`src/rtl/capture_pkg.sv`:
```
// Shared types and default sizing for the DSO capture controller.
package capture_pkg;

  typedef enum logic [1:0] {
    IDLE = 2'd0,
    PRE  = 2'd1,
    POST = 2'd2,
    DONE = 2'd3
  } capture_state_t;

  localparam int ENTRIES_DEFAULT = 512;
  localparam int AW_DEFAULT      = 9;

endpackage

```
`src/rtl/sample_strobe_gen.sv`:
```
// Decimation strobe for the capture controller: smp fires once every
// 2^decim clocks, counting from the cycle after restart. Only used when
// the design is built with CAPTURE_DECIM_EN.
module sample_strobe_gen (
  input  logic       clk,
  input  logic       rst_n,
  input  logic       restart,
  input  logic [3:0] decim,
  output logic       smp
);

  logic [14:0] div_cnt;
  logic [3:0]  dec_q;
  logic [14:0] div_mask;

  // Free-running divider, realigned and given a fresh exponent on every capture start
  always_ff @(posedge clk or negedge rst_n) begin
    if (!rst_n) begin
      div_cnt <= '0;
      dec_q   <= '0;
    end else if (restart) begin
      div_cnt <= '0;
      dec_q   <= decim;
    end else begin
      div_cnt <= div_cnt + 15'd1;
    end
  end

  // A shift of 15 overflows to zero, so the mask becomes all ones (period 2^15)
  assign div_mask = (15'd1 << dec_q) - 15'd1;
  assign smp      = ((div_cnt & div_mask) == 15'd0);

endmodule

```
`src/rtl/capture_ctrl.sv`:
```
// Capture controller for the DSO sample RAM: sequences pre-trigger fill,
// trigger acceptance and post-trigger fill with circular write addresses.
// Build option CAPTURE_DECIM_EN: writes only on a decimated sample strobe.
module capture_ctrl
  import capture_pkg::*;
#(
  parameter int ENTRIES = ENTRIES_DEFAULT,
  parameter int AW      = AW_DEFAULT
) (
  input  logic          clk,
  input  logic          rst_n,
  input  logic          run,
  input  logic          abort,
  input  logic          done_ack,
  input  logic          triggered,
  input  logic [AW-1:0] trig_pos,
  input  logic [3:0]    decim,
  output logic          trig_en,
  output logic          armed,
  output logic          set_capture_done,
  output logic          we,
  output logic [AW-1:0] waddr,
  output logic [AW-1:0] trig_addr,
  output logic          capture_done,
  output logic          busy
);

  localparam logic [AW:0] CNT_FULL = (AW+1)'(ENTRIES);

  capture_state_t state, state_nxt;
  logic [AW-1:0]  tp;
  logic [AW-1:0]  pc;
  logic [AW:0]    cnt;
  logic [AW:0]    arm_thresh;
  logic           smp;
  logic           start;
  logic           accept;

`ifdef CAPTURE_DECIM_EN
  sample_strobe_gen u_strobe (
    .clk     (clk),
    .rst_n   (rst_n),
    .restart (start),
    .decim   (decim),
    .smp     (smp)
  );
`else
  logic unused_decim;
  assign unused_decim = ^decim;
  assign smp          = 1'b1;
`endif

  // Armed once enough pre-trigger samples exist to fill the rest of the RAM
  assign arm_thresh   = CNT_FULL - {1'b0, tp};
  assign armed        = (state == PRE) && (cnt >= arm_thresh);
  assign trig_en      = (state == PRE);
  assign capture_done = (state == DONE);
  assign busy         = (state != IDLE);

  // State register plus address, fill and post-trigger counters
  always_ff @(posedge clk or negedge rst_n) begin
    if (!rst_n) begin
      state     <= IDLE;
      tp        <= '0;
      pc        <= '0;
      cnt       <= '0;
      waddr     <= '0;
      trig_addr <= '0;
    end else begin
      state <= state_nxt;
      if (start) begin
        tp  <= trig_pos;
        cnt <= '0;
      end
      if (we) begin
        waddr <= waddr + AW'(1);
      end
      if ((state == PRE) && we && (cnt != CNT_FULL)) begin
        cnt <= cnt + (AW+1)'(1);
      end
      if (accept) begin
        trig_addr <= waddr;
        pc        <= tp;
      end
      if ((state == POST) && we) begin
        pc <= pc - AW'(1);
      end
    end
  end

  // Next-state and strobe decode; abort outranks trigger and acknowledge
  always_comb begin
    state_nxt        = state;
    we               = 1'b0;
    set_capture_done = 1'b0;
    start            = 1'b0;
    accept           = 1'b0;
    case (state)
      IDLE: begin
        if (run && !abort) begin
          start     = 1'b1;
          state_nxt = PRE;
        end
      end
      PRE: begin
        if (abort) begin
          set_capture_done = 1'b1;
          state_nxt        = IDLE;
        end else if (triggered && armed) begin
          accept    = 1'b1;
          state_nxt = POST;
        end else if (smp) begin
          we = 1'b1;
        end
      end
      POST: begin
        if (abort) begin
          set_capture_done = 1'b1;
          state_nxt        = IDLE;
        end else if (pc == '0) begin
          set_capture_done = 1'b1;
          state_nxt        = DONE;
        end else if (smp) begin
          we = 1'b1;
          if (pc == AW'(1)) begin
            set_capture_done = 1'b1;
            state_nxt        = DONE;
          end
        end
      end
      DONE: begin
        if (abort) begin
          set_capture_done = 1'b1;
          state_nxt        = IDLE;
        end else if (done_ack) begin
          state_nxt = IDLE;
        end
      end
      default: state_nxt = IDLE;
    endcase
  end

endmodule
```
`config.mk`:
```
export PLATFORM = sky130hd
export DESIGN_NAME = capture_ctrl
export DESIGN_NICKNAME = d
export VERILOG_FILES = /design/src/rtl/capture_pkg.sv /design/src/rtl/sample_strobe_gen.sv /design/src/rtl/capture_ctrl.sv
export SDC_FILE = /design/constraint.sdc
export NUM_CORES = 1
export LEC_CHECK = 0
export ABC_AREA = 1
export CAP_MARGIN = 20
export CORE_ASPECT_RATIO = 1.2
export CORE_MARGIN = 3
export CORE_UTILIZATION = 40
export DETAILED_ROUTE_END_ITERATION = 10
export HOLD_SLACK_MARGIN = 0.05
export PLACE_DENSITY = 0.74
export RECOVER_POWER = 50
export SKIP_CTS_REPAIR_TIMING = 1
export SLEW_MARGIN = 10
export SYNTH_ARGS = -nofsm -noshare
export SYNTH_HDL_FRONTEND = slang
export SYNTH_SLANG_ARGS = --single-unit
```
`constraint.sdc`:
```
create_clock -name clk -period 3.3 [get_ports clk]
set_clock_uncertainty 0.15 [all_clocks]
set_input_delay 0.33 -clock clk [delete_from_list [all_inputs] [get_ports clk]]
set_output_delay 0.33 -clock clk [all_outputs]
set_load 0.02 [all_outputs]
```
======== Word level (Yosys, flattened, before mapping) ========
Index checks and enable logic that the tools add are counted.
word-level totals
  register bits after elaboration ......... 48
  output and inout port bits .............. 24
  word-level logic and storage cells ...... 62
operators by class
  add/subtract/negate cells ............... 4
  $lt $le $gt $ge ......................... 1
  equality and inequality tests ........... 9
  mux-type cells .......................... 28
  reductions and logical operators ........ 14
operators with widths
  cell                                                                    count
  10-bit two-way mux                                                      2
  9-bit two-way mux                                                       2
  2-bit two-way mux                                                       8
  1-bit two-way mux                                                       13
  10-bit by 1-bit adder with 10-bit output (second input constant)        1
  10-bit greater-or-equal comparator                                      1
  10-bit != test (second input constant)                                  1
  10-bit by 9-bit subtractor with 10-bit output (first input constant)    1
  9-bit by 1-bit adder with 9-bit output (second input constant)          1
  9-bit by 1-bit equality test with 1-bit output (second input constant)  1
  9-bit zero test                                                         1
  9-bit by 1-bit subtractor with 9-bit output (second input constant)     1
  2-bit case mux with 4 select lines                                      1
  1-bit logical AND                                                       6
  2-bit nonzero test                                                      3
  2-bit equality test (second input constant)                             2
  4-bit by 2-bit != test with 1-bit output (second input constant)        1
  1-bit case mux with 2 select lines                                      2
  4-bit AND reduction                                                     1
  3-bit by 2-bit != test with 1-bit output (second input constant)        1
  3-bit != test (second input constant)                                   1
  2-bit by 1-bit equality test with 1-bit output (second input constant)  1
  2-bit zero test                                                         1
  2-bit != test (second input constant)                                   1
  2 further kinds                                                         2

======== Logic depth before layout (Yosys ltp) ========
  depth in word-level cells ............... 10
  depth in mapped cells ................... 20
  gate-level depth less buffers ........... 19

======== Least setup slack after synthesis ========
OpenSTA, ideal clock, no wires.
  path type ............................... register to output
  start ................................... register tp[0]
  end ..................................... output we
  arrival ................................. 2.520 ns
  path slack .............................. 0.300 ns
  stages on the path, launching flop included .. 18
  cells stage by stage .................... dfrtp_1 -> inv_1 -> ha_1 -> nand3_1 -> or3_1 -> nor3_1 -> xor2_1 -> ha_1 -> nand2_1 -> a21oi_1 -> nor2_1 -> nand3_2 -> nand3_1 -> nand2_1 -> nand2_2 -> nand2_2 -> inv_2 -> buf_4
between the ends
  word-level cells in the longest chain between the ends .. 7
ends and longest elaborated chain
  element                                        RTL line             RTL
  start: declaration                             capture_ctrl.sv:31   logic [AW-1:0] tp;
  start signal: assignment                       capture_ctrl.sv:72   tp <= trig_pos;
  10-bit by 9-bit subtractor with 10-bit output  capture_ctrl.sv:54   assign arm_thresh = CNT_FULL - {1'b0, tp};
  10-bit greater-or-equal comparator             capture_ctrl.sv:55   assign armed = (state == PRE) && (cnt >= arm_thresh);
  1-bit logical AND                              capture_ctrl.sv:55
  1-bit logical AND                              capture_ctrl.sv:109  end else if (triggered && armed) begin
  1-bit two-way mux                              capture_ctrl.sv:109
  1-bit two-way mux                              capture_ctrl.sv:106  if (abort) begin
  1-bit case mux with 2 select lines             capture_ctrl.sv:98   case (state)
  end: declaration                               capture_ctrl.sv:21   output logic we,
Every way passes these cells.

======== Worst setup path in the final report ========
Same ends and word-level chain as after synthesis.

==> metrics.txt <==
Synth Net Count 412; Max-slew headroom 0.0718; Crit Path Class flip-flop to output port; Syn. warnings 0; Period Utilization, post-route 1.02; WHS Endpoint trig_addr[4]; main combinational cell family by area after synthesis simple AND/OR/NAND/NOR gates; Post-synth EDFFs 0; initial antenna violation count 0; CP most frequent cell nand2_2; Die H 101 um; DR top layer met4; Final min period 3.38 ns; R2R Path End cnt[7]; Worst-path clk slew roughly 0.090 ns; most frequent cells in the layout nand2_1, dfrtp_1, inv_1; Hold Fails Final Rpt 0; Core Region 7270 um^2; WL met1 3090 um; ys async rst share 1.00; required time worst endpoint 2.82 ns; Sink Count 48; failing checks setup timing; gr usage total 0.165; Starting DRT DRC Count 129; crit start category flip-flop; CTS Buf Count 5; CP delay by family, top simple AND/OR/NAND/NOR gates; Layout Nets ~480; Hold Path Origin trig_addr[4]; VDD IR-drop max 0.000555 V; commonest non-fill, non-tap cell in the layout nand2_1; Fin Hold WS 0.350 ns; Synth cell types 32; Slowest-stage cell, CP or3_4; Final ANT Viol Nets 0; diodes inserted 0; WP data arrival 2.90 ns; Critical Path Fanout Max 3; fin worst setup slack -0.0768 ns; largest net degree at the start of global routing 26; Static Leak 1.82 nW; Max Slew Vio Count 0; crit path from tp[0]; mux share of post-synthesis cell area 0.0187; Layout Area Growth over Synthesis 26.5%; complex-gate fraction of the synthesized area 0.0694; pwr dens 730 nW/um^2; grt total ovfl 0; worst r2r src tp[0]; XOR/XNOR Fraction of Synth Area 0.0727; Placed Cells 509; sequential area share after synthesis 0.399; Max clock buf depth 2; Max Fclk 0.296 GHz; Synth Area per Inst 8.07 um^2; vias per cell 5.03; worst r2r path cells 19; TritonCTS clock tree built; CP Buf/Inv Count 3; Die W 85.2 um; final wirelength 6870 um; unrepaired setup endpoints after global routing yes; RePlAce Congestion a little over 0.9; Clock Root Buffer clkbuf_8; post-route setup TNS -0.201 ns; placed wire-length estimate 5060 um; cell breakdown of the critical path inv_2, ha_4, nand3_2, or3_4, nor3_4, xor2_1, ha_1, nand2_2, a21oi_2, nor2_2, nand3_2, nand3_2, nand2_2, nand2_2, nand2_2, inv_2, buf_6; slowest cell delay on critical path 0.41 ns; hold path cells 2; DRC errors left 0; Synth Area in Adders 0.0831; Clk Latency, worst-skew pair ~0.30 ns; first-pass GRT wire length 11700 um; Die Footprint 8610 um^2; HP Class flip-flop to flip-flop; synthesized area 3010 um^2; ys flop type dfrtp_1; final setup vio count 6; share of cells above drive strength 1 0.156; vias in the first global route 2636; Avg WL per Cell between 10 and 15 um; Yosys reg bits 48; DRT Pass-1 Iters 4; cell row count 34; H-Tree Depth 2; Non-Filler Instances around 530; via count 2653; r2r setup slk -0.02 ns; met3 WL post-DR 263 um; Post-Synth Simple-Gate Area 0.274; number of max-cap violations 0; PortBufs 38; run status finished with violations; Initial Util 0.414; WL met2 3400 um; Worst setup EP type output port; I/O Pins 43; Post-Syn Instances ~370; worst slew pin tran 1.39 ns
## metrics by stage
stage,cell area [um^2],utilization,setup WS (ns),total power [W]
global placement,3570,0.491,-0.129,0.00222
floorplan,3010,-,0.300,0.00182
finish,3810,0.523,-0.0768,0.00278
global route,3810,0.523,-0.277,0.00302
detailed placement,3570,0.491,-0.233,0.00227
CTS,3690,0.507,-0.603,0.00271
## cells by family (layout without fill, tap and decap cells)
kind of cell / Yosys count / in the layout
DFF: 48 / 48
muxes: 5 / 5
adders and majority gates: 20 / 20
buffers and inverters: 58 / 122
xor gates and xnor gates: 25 / 25
and+or+nand+nor: 178 / 178
AOI/OAI and AO/OA: 39 / 39
## flip-flops by register name, summed over array words and instances (netlist names)
signal	flops
trig_addr	9
waddr	9
tp	9
pc	9
state	2
cnt	10
## report_power, final
part	internal, W	total, W	switching (W)	leakage [nW]
sequential	0.000745	0.000930	0.000185	0.628
combinational	0.000605	0.00141	0.000808	1.14
clock	0.000228	0.000437	0.000209	0.0548
total	0.00158	0.00278	0.00120	1.82
## synth_stat cells, types with 2 or more instances
| cell | n | area (um^2) |
|---|---|---|
| nand2_1 | 89 | 334 |
| dfrtp_1 | 48 | 1200 |
| inv_1 | 45 | 169 |
| nand3_1 | 34 | 170 |
| nor2_1 | 21 | 78.8 |
| ha_1 | 20 | 250 |
| xor2_1 | 17 | 149 |
| o21ai_0 | 16 | 80.1 |
| nand4_1 | 12 | 75.1 |
| o21ai_1 | 11 | 55.1 |
| a21oi_1 | 8 | 40.0 |
| nor3_1 | 8 | 40.0 |
| xnor2_1 | 8 | 70.1 |
| buf_2 | 5 | 25.0 |
| mux2_2 | 5 | 56.3 |
| buf_6 | 3 | 33.8 |
| clkbuf_1 | 3 | 11.3 |
| nand2_2 | 3 | 18.8 |
| nand3_4 | 2 | 35.0 |
| nor4_1 | 2 | 12.5 |
| or3_1 | 2 | 12.5 |
## routing by layer
layer,track usage,up-vias
met5,0,-
met4,0.0499,0
met3,0.0360,11
met2,0.281,51
met1,0.211,1252
li1,-,1339
## worst register-to-register path, cell delays in order, from the launching register on
cell and delay (ns):
dfrtp_1 0.40, inv_2 0.10, ha_4 0.14, nand3_2 0.06, or3_4 0.41, nor3_4 0.18, xor2_1 0.18, ha_1 0.26
nand2_2 0.09, a21oi_2 0.04, nor2_2 0.11, nand3_2 0.11, nand3_2 0.09, nand2_2 0.06, nand2_2 0.09, buf_4 0.11
buf_4 0.18, nand3_4 0.21, nand3_1 0.15, o21ai_1 0.10
## worst max path at each step
stage          endpoint  slack, ns  cells after the start
6_report             we      -0.08                     17
2_1_floorplan        we       0.30                     17
5_1_grt              we      -0.28                     17
3_3_place_gp         we      -0.13                     17
4_1_cts              we      -0.60                     17
3_5_place_dp         we      -0.23                     17
## final cells by class
class / instances / area [um^2]
inverter: 46 / 173
clock buffer: 5 / 68.8
fill: 649 / 3470
timing repair buffer: 68 / 592
tap: 90 / 113
clock inverter: 3 / 46.3
sequential: 48 / 1200
multi-input combinational: 267 / 1610
(Power assumes the default switching activity.)
